### src/rtl/ula_arbitro_if.sv
// ula_arbitro_if: request/response bus between the execution-unit requesters
// and the shared-ALU arbiter.
//   req_valid/req_ready : per-requester handshake (bit i = requester i)
//   req_a/req_b         : 32-bit operands, slice [32i+31:32i]
//   req_f               : 2-bit ALU op, slice [2i+1:2i] (00 add, 01 sub, 10 and, 11 or)
//   rsp_valid/rsp_ready : response handshake
//   rsp_id              : requester index of the response
//   rsp_resultado       : ALU result
//   rsp_flags           : {Negativo, Zero, Carry, Overflow}
// master = requester/consumer side, slave = arbiter side.
interface ula_arbitro_if #(
    parameter int NUM_REQ = 4,
    parameter int ID_W    = (NUM_REQ > 1) ? $clog2(NUM_REQ) : 1
);
    logic [NUM_REQ-1:0]    req_valid;
    logic [NUM_REQ-1:0]    req_ready;
    logic [NUM_REQ*32-1:0] req_a;
    logic [NUM_REQ*32-1:0] req_b;
    logic [NUM_REQ*2-1:0]  req_f;
    logic                  rsp_valid;
    logic                  rsp_ready;
    logic [ID_W-1:0]       rsp_id;
    logic [31:0]           rsp_resultado;
    logic [3:0]            rsp_flags;

    modport master (
        output req_valid, req_a, req_b, req_f, rsp_ready,
        input  req_ready, rsp_valid, rsp_id, rsp_resultado, rsp_flags
    );

    modport slave (
        input  req_valid, req_a, req_b, req_f, rsp_ready,
        output req_ready, rsp_valid, rsp_id, rsp_resultado, rsp_flags
    );
endinterface

### src/rtl/ula_arbitro.sv
// ula_arbitro: round-robin arbiter sharing one 32-bit ALU (add/sub/and/or with
// Negativo/Zero/Carry/Overflow flags) among NUM_REQ requesters, 2-stage pipeline.
//   clk  : clock, all state on rising edge
//   rst  : synchronous reset, active-high
//   bus  : ula_arbitro_if.slave (request handshakes, tagged response bus)
//   busy : any pipeline stage holds a valid op
// S1 registers {a, b, f, id}; the ALU works combinationally from S1.
// S2 registers {resultado, flags, id} and drives the response bus.
module ula_arbitro #(
    parameter int NUM_REQ = 4,
    parameter int ID_W    = (NUM_REQ > 1) ? $clog2(NUM_REQ) : 1
) (
    input  logic         clk,
    input  logic         rst,
    ula_arbitro_if.slave bus,
    output logic         busy
);

    logic [ID_W-1:0]    ptr;
    logic               s1_valid;
    logic [31:0]        s1_a;
    logic [31:0]        s1_b;
    logic [1:0]         s1_f;
    logic [ID_W-1:0]    s1_id;
    logic               s2_valid;
    logic [31:0]        s2_res;
    logic [3:0]         s2_flags;
    logic [ID_W-1:0]    s2_id;

    logic               s2_adv;
    logic               s1_adv;
    logic               accept;
    logic               xfer;

    logic [NUM_REQ-1:0] grant;
    logic [ID_W-1:0]    gnt_id;
    logic [ID_W-1:0]    idx;
    logic               found;

    logic [31:0]        a_arr [NUM_REQ];
    logic [31:0]        b_arr [NUM_REQ];
    logic [1:0]         f_arr [NUM_REQ];

    for (genvar g = 0; g < NUM_REQ; g++) begin : g_unpack
        assign a_arr[g] = bus.req_a[32*g +: 32];
        assign b_arr[g] = bus.req_b[32*g +: 32];
        assign f_arr[g] = bus.req_f[2*g +: 2];
    end

    assign s2_adv = !s2_valid || bus.rsp_ready;
    assign s1_adv = s1_valid && s2_adv;
    assign accept = !s1_valid || s1_adv;

    // First valid requester starting at ptr, wrapping modulo NUM_REQ.
    always_comb begin
        grant  = '0;
        gnt_id = '0;
        idx    = '0;
        found  = 1'b0;
        for (int unsigned k = 0; k < NUM_REQ; k++) begin
            idx = ID_W'((32'(ptr) + k) % NUM_REQ);
            if (!found && bus.req_valid[idx]) begin
                found       = 1'b1;
                grant[idx]  = 1'b1;
                gnt_id      = idx;
            end
        end
    end

    // No grant is offered while reset is held, so no requester believes an
    // op was taken that the reset is about to discard.
    assign bus.req_ready = (accept && !rst) ? grant : '0;
    assign xfer          = accept && found && !rst;

    // ALU on S1 contents
    logic [31:0] b_eff;
    logic [32:0] sum33;
    logic [31:0] alu_res;
    logic        alu_c;
    logic        alu_v;

    always_comb begin
        b_eff   = s1_f[0] ? ~s1_b : s1_b;
        sum33   = {1'b0, s1_a} + {1'b0, b_eff} + {32'b0, s1_f[0]};
        alu_res = sum33[31:0];
        case (s1_f)
            2'b10:   alu_res = s1_a & s1_b;
            2'b11:   alu_res = s1_a | s1_b;
            default: alu_res = sum33[31:0];
        endcase
        alu_c = !s1_f[1] && sum33[32];
        alu_v = !s1_f[1] && !(s1_a[31] ^ s1_b[31] ^ s1_f[0]) && (s1_a[31] ^ sum33[31]);
    end

    always_ff @(posedge clk) begin
        if (rst) begin
            ptr      <= '0;
            s1_valid <= 1'b0;
            s1_a     <= '0;
            s1_b     <= '0;
            s1_f     <= '0;
            s1_id    <= '0;
            s2_valid <= 1'b0;
            s2_res   <= '0;
            s2_flags <= '0;
            s2_id    <= '0;
        end else begin
            if (s2_adv) begin
                s2_valid <= s1_valid;
                if (s1_valid) begin
                    s2_res   <= alu_res;
                    s2_flags <= {alu_res[31], (alu_res == 32'd0), alu_c, alu_v};
                    s2_id    <= s1_id;
                end
            end
            if (accept) begin
                s1_valid <= found;
                if (found) begin
                    s1_a  <= a_arr[gnt_id];
                    s1_b  <= b_arr[gnt_id];
                    s1_f  <= f_arr[gnt_id];
                    s1_id <= gnt_id;
                end
            end
            if (xfer) begin
                ptr <= (32'(gnt_id) == NUM_REQ - 1) ? '0 : gnt_id + 1'b1;
            end
        end
    end

    assign bus.rsp_valid     = s2_valid;
    assign bus.rsp_id        = s2_id;
    assign bus.rsp_resultado = s2_res;
    assign bus.rsp_flags     = s2_flags;
    assign busy              = s1_valid || s2_valid;

endmodule

### src/flat_wrapper.sv
// flat-port wrapper written by rule: the top's interface ports become plain ports
module ula_arbitro_flat 
#(
    parameter int NUM_REQ = 4,
    parameter int ID_W    = (NUM_REQ > 1) ? $clog2(NUM_REQ) : 1
)
  (clk, rst, busy, bus_req_valid, bus_req_a, bus_req_b, bus_req_f, bus_rsp_ready, bus_req_ready, bus_rsp_valid, bus_rsp_id, bus_rsp_resultado, bus_rsp_flags);
  ula_arbitro_if #(.NUM_REQ(NUM_REQ), .ID_W(ID_W)) bus_i ();
  input  logic clk;
  input  logic rst;
  output logic busy;
  input wire logic [$bits(bus_i.req_valid)-1:0] bus_req_valid;
  input wire logic [$bits(bus_i.req_a)-1:0] bus_req_a;
  input wire logic [$bits(bus_i.req_b)-1:0] bus_req_b;
  input wire logic [$bits(bus_i.req_f)-1:0] bus_req_f;
  input wire logic [$bits(bus_i.rsp_ready)-1:0] bus_rsp_ready;
  output wire logic [$bits(bus_i.req_ready)-1:0] bus_req_ready;
  output wire logic [$bits(bus_i.rsp_valid)-1:0] bus_rsp_valid;
  output wire logic [$bits(bus_i.rsp_id)-1:0] bus_rsp_id;
  output wire logic [$bits(bus_i.rsp_resultado)-1:0] bus_rsp_resultado;
  output wire logic [$bits(bus_i.rsp_flags)-1:0] bus_rsp_flags;
  assign bus_i.req_valid = bus_req_valid;
  assign bus_i.req_a = bus_req_a;
  assign bus_i.req_b = bus_req_b;
  assign bus_i.req_f = bus_req_f;
  assign bus_i.rsp_ready = bus_rsp_ready;
  assign bus_req_ready = bus_i.req_ready;
  assign bus_rsp_valid = bus_i.rsp_valid;
  assign bus_rsp_id = bus_i.rsp_id;
  assign bus_rsp_resultado = bus_i.rsp_resultado;
  assign bus_rsp_flags = bus_i.rsp_flags;
  ula_arbitro #(.NUM_REQ(NUM_REQ), .ID_W(ID_W)) u_core (.clk(clk), .rst(rst), .bus(bus_i), .busy(busy));
endmodule
### config.mk
export PLATFORM = sky130hd
export DESIGN_NAME = ula_arbitro_flat
export DESIGN_NICKNAME = d
export VERILOG_FILES = /design/src/rtl/ula_arbitro_if.sv /design/src/rtl/ula_arbitro.sv /design/src/flat_wrapper.sv
export SDC_FILE = /design/constraint.sdc
export NUM_CORES = 1
export LEC_CHECK = 0
export CAP_MARGIN = 20
export CORE_MARGIN = 5
export CORE_UTILIZATION = 51
export DETAILED_ROUTE_END_ITERATION = 12
export HOLD_SLACK_MARGIN = 0.03
export PLACE_DENSITY = 0.88
export SYNTH_ARGS = -nofsm -noshare
export SYNTH_HDL_FRONTEND = slang
export SYNTH_SLANG_ARGS = --single-unit
export TNS_END_PERCENT = 100
### constraint.sdc
create_clock -name clk -period 10.5 [get_ports clk]
set_input_delay 2.625 -clock clk [delete_from_list [all_inputs] [get_ports clk]]
set_output_delay 2.625 -clock clk [all_outputs]
set_load 0.03 [all_outputs]
==> metrics, run 1 <==
status=finished, final reports clean; sequential area share after synthesis=23.5%; RSZ-0062 raised after global routing=no; number of flops mapped to enable cells by yosys=0; layout cells sized above 1=4.38%; crit end category=output pin; Syn Inst Count=1332; Final setup viols=0; XOR/XNOR share of the synthesized area=4.53%; setup TNS=0 ps; nets=1885; DRT iter0 DRCs=895; number of remaining DRC errors=0; die height=145 microns; Worst Path Required=7880 ps; Leak=5.28 nW; Die X=145 microns; DP Area=12400 sq um; Synth Flop Type=dfxtp_1; r2r worst-path depth=13; Slew HR=23.7%; ranking of synthesized cells by area=dfxtp_1 (24%), nand2_1 (14%), a21oi_1 (6.3%); Fmax achieved=126 MHz; Synth Area in Adders=8.60%; initial antenna violation count=4; Synth async-reset ratio=0%; YS warnings=0; Clock Pin Slew Worst Setup and Hold Paths=80 ps; CTS root buffer=clkbuf_16; total CTS buffers=9; Routed WL=32.9 mm; post-synthesis register bit count=109; slowest stage cell on the critical path=clkdlybuf4s50_1; FF-to-FF End=u_core.s1_b[31]; Hold Buf Count CTS=0; critical path startpoint category=input pin; Hold EP=u_core.bus.rsp_id[1]; largest family of logic cells by synthesized area=simple AND/OR/NAND/NOR gates; htree depth=3; CP Cell Sequence=clkdlybuf4s50_1 -> mux4_2 -> nor3_2 -> and2_1 -> a221oi_1 -> nor2_1 -> clkdlybuf4s50_1; Compound-Gate Fraction of Synth Area=25.7%; hold_sp=u_core.bus.rsp_id[1]; total of max-cap violations=0; TritonRoute pass-1 iters=5; WL/cell=18.2 microns; Die Area=21000 sq um; worst hold path class=reg -> reg; later-pin clock latency in the skew report=360 ps; Hold Path Depth=2; gpl congestion=0.963; synthesized area=9280 sq um; number of setup buffers added after CTS=0; vias in the first global route=9712; CTS sink count=109; Setup CP Type=in -> out; largest net degree at the start of global routing=105; Clock Tree Buf Depth=2; Final period util=75.8%; Final min period=7960 ps; num ports=315; post-CTS resize count=0; synth cell count leaders=nand2_1 (335), nor2_1 (132), a21oi_1 (116), dfxtp_1 (109), a311oi_1 (63); std cell rows=49; Pwr Density=353 nW/um^2; final-report hold violation count=0; core area=18000 sq um; Net Count, Synth=1647; CP max stage delay=680 ps; vias per cell=5.91; area delta synth->final=37.0%; Synth area leader=dfxtp_1; I/O Buffers=314; Setup Skew=12.7 ps; GRT Util Overall=29.0%; first-pass GRT wire length=50.9 mm; r2r setup slk=5700 ps; most frequent cell after synthesis=nand2_1; initial cell density of the core=51.7%; Vias=10700; crit path DAT=5330 ps; mux contribution to synthesized area=2.33%; Hold Slack=459 ps; Slew @ Worst Pin=1140 ps; Synth top area share=23.5%; CTS tree=yes; post-route cell area=12700 sq um; DP HPWL=25.5 mm; Post-Synth Simple-Gate Area=29.6%; CP dominant cell by count=clkdlybuf4s50_1; GRT overflow=0; Worst IR Drop VDD=0.207 mV; count of cell types in the netlist=73; Max Transition Viols Final=0; syn_area_per_cell=6.97 sq um; antenna-violating nets left=0; crit-path max FO=11
[stage by stage]
| stage | worst slack [ps] | power, mW | std cells | util (%) |
|---|---|---|---|---|
| global route | 2380 | 4.84 | 1808 | 70.8 |
| finish | 2540 | 4.49 | 1808 | 70.8 |
| detailed placement | 2560 | 4.03 | 1788 | 68.9 |
| floorplan | 3770 | 3.20 | 1332 | - |
| global placement | 2620 | 3.96 | 1788 | 68.9 |
| CTS | 2560 | 4.43 | 1804 | 70.8 |
[power by group]
part | switching [mW] | total, mW | leakage, nW | internal [mW]
registers | 0.185 | 0.769 | 0.905 | 0.584
clock network | 0.170 | 0.383 | 0.162 | 0.213
logic | 2.03 | 3.34 | 4.21 | 1.31
total | 2.38 | 4.49 | 5.28 | 2.11
[sequential cells by signal, indices dropped and copies added (netlist names), named ones only]
name,flops
u_core.s1_id,2
u_core.s1_valid,1
u_core.bus.rsp_id,2
u_core.bus.rsp_flags,3
u_core.s1_a,32
u_core.s1_f,2
u_core.s1_b,32
u_core.bus.rsp_valid,1
u_core.bus.rsp_resultado,32
u_core.ptr,1
[logic make-up after synthesis]
kind of cell | after synthesis
compound gates | 345
buf+inv | 121
flops | 109
simple gates | 625
fa+ha+maj | 68
xor+xnor | 48
mux | 16
[worst max path at each step]
stage / from / to / slack, ps / cells past startpoint
5_1_grt: bus_req_valid[3] / bus_req_ready[1] / 2380 / 7
2_1_floorplan: bus_req_valid[1] / bus_req_ready[0] / 3770 / 5
6_report: bus_req_valid[3] / bus_req_ready[1] / 2540 / 7
4_1_cts: bus_req_valid[3] / bus_req_ready[2] / 2560 / 7
3_3_place_gp: bus_req_valid[2] / bus_req_ready[1] / 2620 / 7
3_5_place_dp: bus_req_valid[3] / bus_req_ready[2] / 2560 / 7
[layer usage]
metal  vias up  routed length, microns  track usage (%)
met5         -                       0                0
met4         0                     589             8.38
met3        44                    2510             4.99
met2       442                   15600             48.2
met1      4971                   14300             38.7
li1       5226                       -                -
[placed cells by master (no fill, tap or decap), types with 10 or more instances in the layout]
master,netlist,layout
nor3_1,26,26
a31oi_1,14,14
clkdlybuf4s50_1,0,313
o21ai_0,35,35
mux2i_1,10,10
xor2_1,39,39
nor2_1,132,132
a311oi_1,63,63
and3_1,60,60
a31o_2,12,11
inv_1,22,22
nand2_1,335,334
ha_1,43,43
nand3_1,10,10
a21oi_1,116,116
maj3_1,24,24
buf_4,3,13
dfxtp_1,109,108
a21boi_0,16,16
[critical path: cells and delay by family]
family | cells | cell delay (ps)
mux | 1 | 630
compound gates | 1 | 110
simple gates | 3 | 790
buf+inv | 2 | 1190
[cell type report]
| class | count | area, sq um |
|---|---|---|
| antenna | 4 | 10.0 |
| sequential | 109 | 2180 |
| fill | 1537 | 5240 |
| inverter | 22 | 82.6 |
| timing repair buffer | 326 | 3230 |
| tap | 229 | 287 |
| clock buffer | 9 | 225 |
| clock inverter | 7 | 106 |
| multi-input combinational | 1102 | 6600 |
Note: power is estimated with default switching activity, not from simulation.
==> run 2: changes to the inputs <==
Settings changed: CORE_UTILIZATION 51 to 47, PLACE_DENSITY 0.88 to 0.82.
Clock period 10.5 ns to 8.1 ns, I/O delays scaled along.
==> run 2 against run 1 <==
Effect of this change: sequential power is 30% higher; worst hold slack lost 4.2 ps; setup slack worse by 1300 ps; highest routed layer unchanged; die area grew 7.9%; total power up 27%; combinational power rose by 29%; largest power group unchanged; first-iteration DRC count is 7.3% higher.
==> metrics, run 2 (same netlist as run 1, synthesis figures left out) <==
Hold Buf Count CTS=0; vias per cell=5.73; antenna-violating nets left=0; status=finished, final reports clean; Metal-1 WL=14.0 mm; GRT Util Overall=28.2%; initial cell density of the core=47.7%; final-report hold violation count=0; Clock Pin Slew Worst Setup and Hold Paths=70 ps; total CTS buffers=9; r2r setup slk=3310 ps; DP HPWL=25.8 mm; WL met2=15.2 mm; Slew @ Worst Pin=979 ps; Final min period=6810 ps; DRT iter0 DRCs=960; Clock Tree Buf Depth=2; initial antenna violation count=2; Setup CP Type=in -> out; Worst Path Required=6080 ps; first-pass GRT wire length=51.2 mm; Final setup viols=0; Max Transition Viols Final=0; total of max-cap violations=0; crit path DAT=4780 ps; Leak=5.25 nW; setup TNS=0 ps; largest net degree at the start of global routing=88; num ports=315; critical path startpoint category=input pin; number of setup buffers added after CTS=0; Worst IR Drop VDD=0.199 mV; Vias=10600; total power=5.72 mW; CTS tree=yes; Slew HR=33.9%; Die Area=22700 sq um; number of remaining DRC errors=0; most frequent cells in the layout=nand2_1 (334), clkdlybuf4s50_1 (313), nor2_1 (132); core area=19500 sq um; DR WL met3=2.74 mm; WL/cell=17.8 microns; worst hold path class=reg -> reg; I/O Buffers=314; gpl congestion=0.956; later-pin clock latency in the skew report=360 ps; crit end category=output pin; CTS root buffer=clkbuf_16; Fmax achieved=147 MHz; die height=151 microns; GRT overflow=0; layout cells sized above 1=4.19%; htree depth=3; CTS sink count=109; crit-path max FO=11; Final period util=84.1%; Die X=151 microns; RSZ-0062 raised after global routing=no; Setup Skew=6.91 ps; area delta synth->final=37.0%; post-CTS resize count=0; Pwr Density=450 nW/um^2; TritonRoute pass-1 iters=5; Routed WL=32.8 mm; vias in the first global route=9906; std cell rows=51; commonest non-fill, non-tap cell in the layout=nand2_1; highest routed metal layer=met4; nets=1885
[run 2: changes by cell type in the layout (fill, tap and decap cells not counted), sizes merged]
cell / change
clkbuf: +3
bufinv: -2
clkinvlp: +1
inv: -1
clkinv: -1
[run 2: where the power goes]
part	internal, mW	switching, mW
clock	0.211	0.197
sequential	0.757	0.244
combinational	1.71	2.60
[run 2: final cells by class]
cell class                      count  area [sq um]
Fill cell                        1777          6750
Multi-Input combinational cell   1102          6600
Timing Repair Buffer              326          3240
Sequential cell                   109          2180
Tap cell                          265           332
Clock buffer                       12           236
Inverter                           22          82.6
Clock inverter                      4          33.8
Antenna cell                        4          10.0
[run 2: critical path: stages]
cell and delay, ps:
clkdlybuf4s50_1 510, mux4_2 640, nor3_2 400, and2_1 300
a221oi_1 120, nor2_1 110, clkdlybuf4s50_1 690
[run 2: stage by stage]
| step | area, sq um | utilization [%] | hold WS [ps] | setup WS [ps] | instances |
|---|---|---|---|---|---|
| after floorplan | 9280 | - | 432 | 2570 | 1332 |
| after global placement | 12400 | 63.9 | 444 | 1400 | 1824 |
| after detailed placement | 12400 | 63.9 | 447 | 1350 | 1824 |
| after CTS | 12700 | 65.3 | 457 | 1350 | 1840 |
| after global routing | 12700 | 65.3 | 470 | 1190 | 1842 |
| final | 12700 | 65.3 | 454 | 1290 | 1844 |
[run 2: worst paths after layout]
kind,cells past startpoint,endpoint,from
hold reg to reg,2,u_core.bus.rsp_resultado[22],u_core.bus.rsp_resultado[22]
setup / recovery,7,bus_req_ready[1],bus_req_valid[3]
hold / removal,2,u_core.bus.rsp_resultado[22],u_core.bus.rsp_resultado[22]
setup reg to reg,13,u_core.bus.rsp_flags[2],u_core.s1_f[0]
[run 2: metal layers]
| layer | GRT usage, % | vias to the layer above |
|---|---|---|
| li1 | - | 5217 |
| met1 | 37.5 | 4884 |
| met2 | 45.1 | 416 |
| met3 | 6.59 | 51 |
| met4 | 9.52 | 0 |
| met5 | 0 | - |
